--- src/rtl/mem_stage_pkg.sv ---
// Shared types for the MEM stage: access sizes and FSM states.
package mem_stage_pkg;

  typedef enum logic [1:0] {
    WORD = 2'b00,
    HALF = 2'b01,
    BYTE = 2'b10
  } mem_size_t;

  typedef enum logic {
    IDLE      = 1'b0,
    WAIT_RESP = 1'b1
  } mem_state_t;

endpackage

--- src/rtl/mem_stage_if.sv ---
// Data-cache request/grant/response port.
//   master (MEM stage): REQ, WE, ADR, WDATA, BE out; GNT, RVALID, RDATA in
//   slave  (cache)    : the reverse
interface mem_stage_if #(
  parameter int ADDR_W = 32,
  parameter int DATA_W = 32
);
  logic                  MCACHE_REQ_SM;
  logic                  MCACHE_WE_SM;
  logic [ADDR_W-1:0]     MCACHE_ADR_SM;
  logic [DATA_W-1:0]     MCACHE_WDATA_SM;
  logic [DATA_W/8-1:0]   MCACHE_BE_SM;
  logic                  MCACHE_GNT_SC;
  logic                  MCACHE_RVALID_SC;
  logic [DATA_W-1:0]     MCACHE_RDATA_SC;

  modport master (
    output MCACHE_REQ_SM, MCACHE_WE_SM, MCACHE_ADR_SM, MCACHE_WDATA_SM, MCACHE_BE_SM,
    input  MCACHE_GNT_SC, MCACHE_RVALID_SC, MCACHE_RDATA_SC
  );

  modport slave (
    input  MCACHE_REQ_SM, MCACHE_WE_SM, MCACHE_ADR_SM, MCACHE_WDATA_SM, MCACHE_BE_SM,
    output MCACHE_GNT_SC, MCACHE_RVALID_SC, MCACHE_RDATA_SC
  );
endinterface

--- src/rtl/mem_stage_align.sv ---
// Combinational lane logic shared by loads and stores.
//   off_i/size_i/sign_i : byte offset, access size, sign-extend for loads
//   st_data_i -> st_wdata_o, st_be_o : lane-replicated store data and enables
//   ld_word_i -> ld_data_o           : extracted and extended load data
module mem_stage_align
  import mem_stage_pkg::*;
(
  input  logic [1:0]  off_i,
  input  mem_size_t   size_i,
  input  logic        sign_i,
  input  logic [31:0] st_data_i,
  input  logic [31:0] ld_word_i,
  output logic [31:0] st_wdata_o,
  output logic [3:0]  st_be_o,
  output logic [31:0] ld_data_o
);
  logic [7:0]  ld_byte;
  logic [15:0] ld_half;

  always_comb begin
    case (off_i)
      2'd0:    ld_byte = ld_word_i[7:0];
      2'd1:    ld_byte = ld_word_i[15:8];
      2'd2:    ld_byte = ld_word_i[23:16];
      default: ld_byte = ld_word_i[31:24];
    endcase
    ld_half = off_i[1] ? ld_word_i[31:16] : ld_word_i[15:0];

    st_wdata_o = st_data_i;
    st_be_o    = 4'b1111;
    ld_data_o  = ld_word_i;
    case (size_i)
      BYTE: begin
        st_wdata_o = {4{st_data_i[7:0]}};
        st_be_o    = 4'b0001 << off_i;
        ld_data_o  = {{24{sign_i & ld_byte[7]}}, ld_byte};
      end
      HALF: begin
        st_wdata_o = {2{st_data_i[15:0]}};
        st_be_o    = off_i[1] ? 4'b1100 : 4'b0011;
        ld_data_o  = {{16{sign_i & ld_half[15]}}, ld_half};
      end
      default: ;
    endcase
  end
endmodule

--- src/rtl/mem_stage.sv ---
// MEM stage: pops EXE->MEM FIFO entries, performs loads/stores on the data
// cache port and holds each result in a single-entry MEM->WBK register that
// also serves as the MEM bypass source.
//   clk, reset_n            : clock, async active-low reset
//   EXE2MEM_*, *_RE         : EXE FIFO head and pop
//   mcache                  : cache request/grant/response port (master)
//   MEM2WBK_*, *_RM         : output register, empty flag and WBK pop
//
// state     | meaning
// IDLE      | serving the FIFO head; loads/stores request here
// WAIT_RESP | load granted, waiting for RVALID
module mem_stage
  import mem_stage_pkg::*;
#(
  parameter int ADDR_W = 32,
  parameter int DATA_W = 32
) (
  input  logic              clk,
  input  logic              reset_n,
  input  logic              EXE2MEM_EMPTY_SE,
  output logic              EXE2MEM_POP_SM,
  input  logic [DATA_W-1:0] RES_RE,
  input  logic [DATA_W-1:0] MEM_DATA_RE,
  input  logic [5:0]        DEST_RE,
  input  logic [1:0]        MEM_SIZE_RE,
  input  logic              MEM_SIGN_EXTEND_RE,
  input  logic              MEM_LOAD_RE,
  input  logic              MEM_STORE_RE,
  input  logic              WB_RE,
  input  logic              EXCEPTION_RE,
  input  logic              CSR_WENABLE_RE,
  input  logic [DATA_W-1:0] CSR_RDATA_RE,
  input  logic              MULT_INST_RE,
  mem_stage_if.master       mcache,
  input  logic              MEM2WBK_POP_SW,
  output logic              MEM2WBK_EMPTY_SM,
  output logic [DATA_W-1:0] MEM_RES_RM,
  output logic [5:0]        MEM_DEST_RM,
  output logic              WB_RM,
  output logic              CSR_WENABLE_RM,
  output logic              MULT_INST_RM,
  output logic              EXCEPTION_RM,
  output logic [DATA_W-1:0] CSR_RDATA_RM
);
  mem_state_t  state_q, state_d;
  logic [1:0]  off_q, off_d;
  mem_size_t   size_q, size_d;
  logic        sign_q, sign_d;

  logic              out_valid_q, out_valid_d;
  logic [DATA_W-1:0] res_q, csr_rdata_q;
  logic [5:0]        dest_q;
  logic              wb_q, csr_we_q, mult_q, exc_q;

  logic              head_valid, slot_free, req, we, push, pop;
  logic [DATA_W-1:0] push_res;

  logic [1:0]  a_off;
  mem_size_t   a_size;
  logic        a_sign;
  logic [31:0] st_wdata, ld_data;
  logic [3:0]  st_be;

  assign head_valid = !EXE2MEM_EMPTY_SE;
  assign slot_free  = !out_valid_q || MEM2WBK_POP_SW;

  // Load extraction uses the access parameters captured at grant.
  assign a_off  = (state_q == WAIT_RESP) ? off_q  : RES_RE[1:0];
  assign a_size = (state_q == WAIT_RESP) ? size_q : mem_size_t'(MEM_SIZE_RE);
  assign a_sign = (state_q == WAIT_RESP) ? sign_q : MEM_SIGN_EXTEND_RE;

  mem_stage_align u_align (
    .off_i      (a_off),
    .size_i     (a_size),
    .sign_i     (a_sign),
    .st_data_i  (MEM_DATA_RE),
    .ld_word_i  (mcache.MCACHE_RDATA_SC),
    .st_wdata_o (st_wdata),
    .st_be_o    (st_be),
    .ld_data_o  (ld_data)
  );

  always_comb begin
    state_d  = state_q;
    off_d    = off_q;
    size_d   = size_q;
    sign_d   = sign_q;
    req      = 1'b0;
    we       = 1'b0;
    push     = 1'b0;
    pop      = 1'b0;
    push_res = RES_RE;
    case (state_q)
      IDLE: begin
        if (head_valid) begin
          if (!MEM_LOAD_RE && !MEM_STORE_RE) begin
            if (slot_free) begin
              push = 1'b1;
              pop  = 1'b1;
            end
          end else if (MEM_STORE_RE) begin
            if (slot_free) begin
              req = 1'b1;
              we  = 1'b1;
              if (mcache.MCACHE_GNT_SC) begin
                push = 1'b1;
                pop  = 1'b1;
              end
            end
          end else if (!out_valid_q) begin
            // Loads need a truly empty slot: the register must stay empty
            // until the response arrives.
            req = 1'b1;
            if (mcache.MCACHE_GNT_SC) begin
              off_d   = RES_RE[1:0];
              size_d  = mem_size_t'(MEM_SIZE_RE);
              sign_d  = MEM_SIGN_EXTEND_RE;
              state_d = WAIT_RESP;
            end
          end
        end
      end
      WAIT_RESP: begin
        if (mcache.MCACHE_RVALID_SC) begin
          push     = 1'b1;
          pop      = 1'b1;
          push_res = ld_data;
          state_d  = IDLE;
        end
      end
      default: state_d = IDLE;
    endcase
  end

  always_comb begin
    out_valid_d = out_valid_q;
    if (push)                out_valid_d = 1'b1;
    else if (MEM2WBK_POP_SW) out_valid_d = 1'b0;
  end

  always_ff @(posedge clk or negedge reset_n) begin
    if (!reset_n) begin
      state_q     <= IDLE;
      off_q       <= '0;
      size_q      <= WORD;
      sign_q      <= 1'b0;
      out_valid_q <= 1'b0;
      res_q       <= '0;
      dest_q      <= '0;
      wb_q        <= 1'b0;
      csr_we_q    <= 1'b0;
      mult_q      <= 1'b0;
      exc_q       <= 1'b0;
      csr_rdata_q <= '0;
    end else begin
      state_q     <= state_d;
      off_q       <= off_d;
      size_q      <= size_d;
      sign_q      <= sign_d;
      out_valid_q <= out_valid_d;
      if (push) begin
        res_q       <= push_res;
        dest_q      <= DEST_RE;
        wb_q        <= WB_RE;
        csr_we_q    <= CSR_WENABLE_RE;
        mult_q      <= MULT_INST_RE;
        exc_q       <= EXCEPTION_RE;
        csr_rdata_q <= CSR_RDATA_RE;
      end
    end
  end

  assign EXE2MEM_POP_SM         = pop;
  assign mcache.MCACHE_REQ_SM   = req;
  assign mcache.MCACHE_WE_SM    = we;
  assign mcache.MCACHE_ADR_SM   = req ? {RES_RE[ADDR_W-1:2], 2'b00} : '0;
  assign mcache.MCACHE_WDATA_SM = we ? st_wdata : '0;
  assign mcache.MCACHE_BE_SM    = req ? st_be : '0;

  assign MEM2WBK_EMPTY_SM = !out_valid_q;
  assign MEM_RES_RM       = res_q;
  assign MEM_DEST_RM      = out_valid_q ? dest_q : '0;
  assign WB_RM            = wb_q;
  assign CSR_WENABLE_RM   = csr_we_q;
  assign MULT_INST_RM     = mult_q;
  assign EXCEPTION_RM     = exc_q;
  assign CSR_RDATA_RM     = csr_rdata_q;
endmodule

--- src/flat_wrapper.sv ---
// flat-port wrapper written by rule: the top's interface ports become plain ports
module mem_stage_flat import mem_stage_pkg::*;
#(
  parameter int ADDR_W = 32,
  parameter int DATA_W = 32
)
  (clk, reset_n, EXE2MEM_EMPTY_SE, EXE2MEM_POP_SM, RES_RE, MEM_DATA_RE, DEST_RE, MEM_SIZE_RE, MEM_SIGN_EXTEND_RE, MEM_LOAD_RE, MEM_STORE_RE, WB_RE, EXCEPTION_RE, CSR_WENABLE_RE, CSR_RDATA_RE, MULT_INST_RE, MEM2WBK_POP_SW, MEM2WBK_EMPTY_SM, MEM_RES_RM, MEM_DEST_RM, WB_RM, CSR_WENABLE_RM, MULT_INST_RM, EXCEPTION_RM, CSR_RDATA_RM, mcache_MCACHE_REQ_SM, mcache_MCACHE_WE_SM, mcache_MCACHE_ADR_SM, mcache_MCACHE_WDATA_SM, mcache_MCACHE_BE_SM, mcache_MCACHE_GNT_SC, mcache_MCACHE_RVALID_SC, mcache_MCACHE_RDATA_SC);
  mem_stage_if #(.ADDR_W(ADDR_W), .DATA_W(DATA_W)) mcache_i ();
  input  logic clk;
  input  logic reset_n;
  input  logic EXE2MEM_EMPTY_SE;
  output logic EXE2MEM_POP_SM;
  input  logic [DATA_W-1:0] RES_RE;
  input  logic [DATA_W-1:0] MEM_DATA_RE;
  input  logic [5:0] DEST_RE;
  input  logic [1:0] MEM_SIZE_RE;
  input  logic MEM_SIGN_EXTEND_RE;
  input  logic MEM_LOAD_RE;
  input  logic MEM_STORE_RE;
  input  logic WB_RE;
  input  logic EXCEPTION_RE;
  input  logic CSR_WENABLE_RE;
  input  logic [DATA_W-1:0] CSR_RDATA_RE;
  input  logic MULT_INST_RE;
  input  logic MEM2WBK_POP_SW;
  output logic MEM2WBK_EMPTY_SM;
  output logic [DATA_W-1:0] MEM_RES_RM;
  output logic [5:0] MEM_DEST_RM;
  output logic WB_RM;
  output logic CSR_WENABLE_RM;
  output logic MULT_INST_RM;
  output logic EXCEPTION_RM;
  output logic [DATA_W-1:0] CSR_RDATA_RM;
  output wire logic [$bits(mcache_i.MCACHE_REQ_SM)-1:0] mcache_MCACHE_REQ_SM;
  output wire logic [$bits(mcache_i.MCACHE_WE_SM)-1:0] mcache_MCACHE_WE_SM;
  output wire logic [$bits(mcache_i.MCACHE_ADR_SM)-1:0] mcache_MCACHE_ADR_SM;
  output wire logic [$bits(mcache_i.MCACHE_WDATA_SM)-1:0] mcache_MCACHE_WDATA_SM;
  output wire logic [$bits(mcache_i.MCACHE_BE_SM)-1:0] mcache_MCACHE_BE_SM;
  input wire logic [$bits(mcache_i.MCACHE_GNT_SC)-1:0] mcache_MCACHE_GNT_SC;
  input wire logic [$bits(mcache_i.MCACHE_RVALID_SC)-1:0] mcache_MCACHE_RVALID_SC;
  input wire logic [$bits(mcache_i.MCACHE_RDATA_SC)-1:0] mcache_MCACHE_RDATA_SC;
  assign mcache_MCACHE_REQ_SM = mcache_i.MCACHE_REQ_SM;
  assign mcache_MCACHE_WE_SM = mcache_i.MCACHE_WE_SM;
  assign mcache_MCACHE_ADR_SM = mcache_i.MCACHE_ADR_SM;
  assign mcache_MCACHE_WDATA_SM = mcache_i.MCACHE_WDATA_SM;
  assign mcache_MCACHE_BE_SM = mcache_i.MCACHE_BE_SM;
  assign mcache_i.MCACHE_GNT_SC = mcache_MCACHE_GNT_SC;
  assign mcache_i.MCACHE_RVALID_SC = mcache_MCACHE_RVALID_SC;
  assign mcache_i.MCACHE_RDATA_SC = mcache_MCACHE_RDATA_SC;
  mem_stage #(.ADDR_W(ADDR_W), .DATA_W(DATA_W)) u_core (.clk(clk), .reset_n(reset_n), .EXE2MEM_EMPTY_SE(EXE2MEM_EMPTY_SE), .EXE2MEM_POP_SM(EXE2MEM_POP_SM), .RES_RE(RES_RE), .MEM_DATA_RE(MEM_DATA_RE), .DEST_RE(DEST_RE), .MEM_SIZE_RE(MEM_SIZE_RE), .MEM_SIGN_EXTEND_RE(MEM_SIGN_EXTEND_RE), .MEM_LOAD_RE(MEM_LOAD_RE), .MEM_STORE_RE(MEM_STORE_RE), .WB_RE(WB_RE), .EXCEPTION_RE(EXCEPTION_RE), .CSR_WENABLE_RE(CSR_WENABLE_RE), .CSR_RDATA_RE(CSR_RDATA_RE), .MULT_INST_RE(MULT_INST_RE), .mcache(mcache_i), .MEM2WBK_POP_SW(MEM2WBK_POP_SW), .MEM2WBK_EMPTY_SM(MEM2WBK_EMPTY_SM), .MEM_RES_RM(MEM_RES_RM), .MEM_DEST_RM(MEM_DEST_RM), .WB_RM(WB_RM), .CSR_WENABLE_RM(CSR_WENABLE_RM), .MULT_INST_RM(MULT_INST_RM), .EXCEPTION_RM(EXCEPTION_RM), .CSR_RDATA_RM(CSR_RDATA_RM));
endmodule
--- config.mk ---
export PLATFORM = sky130hd
export DESIGN_NAME = mem_stage_flat
export DESIGN_NICKNAME = d
export VERILOG_FILES = /design/src/rtl/mem_stage_pkg.sv /design/src/rtl/mem_stage_if.sv /design/src/rtl/mem_stage_align.sv /design/src/rtl/mem_stage.sv /design/src/flat_wrapper.sv
export SDC_FILE = /design/constraint.sdc
export NUM_CORES = 1
export LEC_CHECK = 0
export BUFFER_PORTS_ARGS = -buffer_cell sky130_fd_sc_hd__buf_2
export CORE_AREA = 2 2 113 115
export DETAILED_ROUTE_END_ITERATION = 10
export DIE_AREA = 0 0 115 117
export PLACE_DENSITY = 0.82
export SLEW_MARGIN = 20
export SYNTH_ARGS = -nofsm -noshare
export SYNTH_HDL_FRONTEND = slang
export SYNTH_SLANG_ARGS = --single-unit
--- constraint.sdc ---
create_clock -name clk -period 6.1 [get_ports clk]
set_input_delay 0.61 -clock clk [delete_from_list [all_inputs] [get_ports clk]]
set_output_delay 0.61 -clock clk [all_outputs]
set_load 0.005 [all_outputs]
==> flow_summary.ini <==
[run_status]
status = complete, no violations

[sta]
relSlewSlack_pct = 29.04
post-route-period-util_pct = 65.83
fmax_mhz = 249.0
tightest_slew_ns = 1.062
grt_setup_unrepaired = no
setup_viol = 0
finalMaxSlewViolations = 0
skew_ns = 0.004894
min_period_ns = 4.016
fin_setup_tns_ns = 0
hold_violations = 0

[drt]
drc_errors = 0
drt_iter0_markers = 428
wl_per_cell_um = 18.39
ant_nets = 0
wl_um = 17380
route.vias.total = 5351
first_pass_iters = 5
vias_per_cell = 5.662

[critical_path]
crit_required_ns = 5.49
path_class = flop to primary output
cp-end-kind = primary output
critPathLaunchType = flop
critPathArrivalTime_ns = 3.41
path_max_fanout = 61

[synth]
syn-cell-area_um2 = 5125
synthArstFlopShare_pct = 100.0
synthCells = 524
ys_seq_area_share_pct = 39.55
yosys_warnings = 0
synth_enable_flop_cells = 0
netlist.area_leader.share_pct = 39.55
synthTopCellsByArea = dfrtp_1 40%, mux2_2 12%, a22oi_1 5.9%
synth.avg_cell_area_um2 = 9.780
synth.ff_latch_count = 81
synthFlopType = dfrtp_1
synth_top_cell_by_area = dfrtp_1
synth_cell_types = 55

[die]
fp.dieArea_um2 = 13460
die_y_um = 117
chipWidth_um = 115
initial_core_util_pct = 41.63
ios = 295
rows = 41
core_um2 = 12310

[place]
routabilityCongestion = 0.8680
dp_hpwl_um = 13120
io_buffer_count = 292
place_area_um2 = 6603

[pwr]
leakagePower_nw = 3.514
fin_total_pwr_mw = 1.969
power_density_nw_per_um2 = 284.9
ir_drop_mv = 0.1720

[layout]
syn2layout_area_growth_pct = 34.84
nNetsFinal = 939
final_common_cell = buf_2
layout-drive-gt1-share_pct = 47.79
final_cell_mix = 291 x buf_2, 81 x dfrtp_1, 67 x nor2_1, 53 x mux2_2, 40 x a22oi_1
fill_cells = 1107
final_area_um2 = 6910

[clock_tree]
clk_latency_ns = 0.34
post_cts_resized = 0
cts_buffers = 9
cts_tree = built
clk_path_buf_depth = 2
cts_hold_buf = 0
ctsRootBufferMaster = clkbuf_16
post_cts_buffers = 0
cts.clk_slew.worst_paths_ns = 0.06
htreeDepth = 3
clock_sinks = 81

[global_routing]
grt_util_all_layers_pct = 24.86
grt_pass1_wl_um = 25770
grt_max_degree = 62
antenna_found_initial = 1
grt_pass1_vias = 4971
grt_overflow_total = 0

[min_path]
hp-class = input pin to asynchronous set/reset pin

[run]
cap_viol_max_count = 0
[cells in the mapped netlist (4+ instances only)]
master and number:
dfrtp_1 81, inv_1 34, a2bb2oi_1 16, o221ai_1 9, nor2b_1 9, a2111oi_0 8
mux2i_1 11, nand2_1 4, a222oi_1 6, and2_1 15, mux2_2 53, a22oi_1 40
buf_2 12, nor3b_1 9, nor2_1 67, a211oi_1 33, clkbuf_1 21, nand2b_1 8
nand4b_1 4, buf_4 7, a21oi_1 17, o211ai_1 9
[metal layers]
layer	global-route usage, %	wire [um]	up-vias	share of wire (%)
li1	-	-	2476	-
met1	29.65	6613	2521	38
met2	43.65	8778	322	51
met3	4.480	1499	32	8.6
met4	11.81	486	0	2.8
met5	0	0	-	0
[kinds of logic (layout without fill, tap and decap cells)]
group / after synthesis / count (layout) / synth area share, %
and+or+nand+nor: 135 / 135 / 13.72
buffers and inverters: 80 / 348 / 7.105
DFF: 81 / 81 / 39.55
AOI/OAI and AO/OA: 156 / 156 / 23.73
muxes: 69 / 69 / 15.33
other: 1 / 4 / 0.07317
adders and majority gates: 2 / 2 / 0.4882
[where the power goes]
part / switching [mW] / internal (mW) / total [mW] / leakage (nW)
logic: 0.317 / 0.326 / 0.642 / 2.40
clock network: 0.233 / 0.324 / 0.557 / 0.148
registers: 0.0878 / 0.682 / 0.770 / 0.970
total: 0.638 / 1.33 / 1.97 / 3.51
[stage by stage]
stage / worst slack (ns) / instances / hold WS, ns / utilization (%)
2_1_floorplan: 3.300 / 525 / 0.3144 / -
3_3_place_gp: 2.507 / 927 / 0.4662 / 53.63
3_5_place_dp: 2.449 / 927 / 0.4731 / 53.63
4_1_cts: 2.062 / 943 / 0.2324 / 56.09
5_1_grt: 1.750 / 944 / 0.2565 / 56.11
6_report: 2.084 / 945 / 0.2241 / 56.13
[cell type report]
type / instances / area (um^2) / share of cell area [%]
diodes: 2 / 5.005 / 0.07242
clock buffers: 10 / 229.0 / 3.313
clock inverters: 6 / 73.82 / 1.068
inverters: 34 / 127.6 / 1.847
multi-input cells: 364 / 2751 / 39.82
flip-flops and latches: 81 / 2027 / 29.33
well taps: 150 / 187.7 / 2.716
repair buffers: 298 / 1509 / 21.84
[worst max-delay path, stage by stage (launching register included)]
cell and delay, ns:
dfrtp_1 0.82, mux2i_1 0.32, inv_1 0.07, ha_2 1.00, nor2b_1 0.40, a22oi_1 0.26, nor2_1 0.06, buf_2 0.13
[state kept, by name (all words and copies together) (netlist names)]
signal,count
u_core.WB_RM,1
u_core.off_q,2
u_core.EXCEPTION_RM,1
u_core.MEM_RES_RM,32
u_core.dest_q,6
u_core.CSR_WENABLE_RM,1
u_core.size_q,2
u_core.CSR_RDATA_RM,32
u_core.state_q,1
u_core.MULT_INST_RM,1
u_core.out_valid_q,1
u_core.sign_q,1
[path summary, 6_finish.rpt]
path	slack (ns)	cells after the start	endpoint	start
max	2.08	7	mcache_MCACHE_WDATA_SM[12]	u_core.state_q$_DFF_PN0_
min	0.22	1	u_core.MEM_RES_RM[29]$_DFFE_PN0P_	reset_n
max reg2reg	2.65	7	u_core.MEM_RES_RM[22]$_DFFE_PN0P_	u_core.state_q$_DFF_PN0_
min reg2reg	0.49	1	u_core.dest_q[3]$_DFFE_PN0P_	u_core.dest_q[3]$_DFFE_PN0P_
max in group asynchronous	4.90	2	u_core.CSR_RDATA_RM[8]$_DFFE_PN0P_	reset_n
min in group clk	0.48	2	u_core.CSR_RDATA_RM[26]$_DFFE_PN0P_	CSR_RDATA_RE[26]
(Power assumes the default switching activity.)
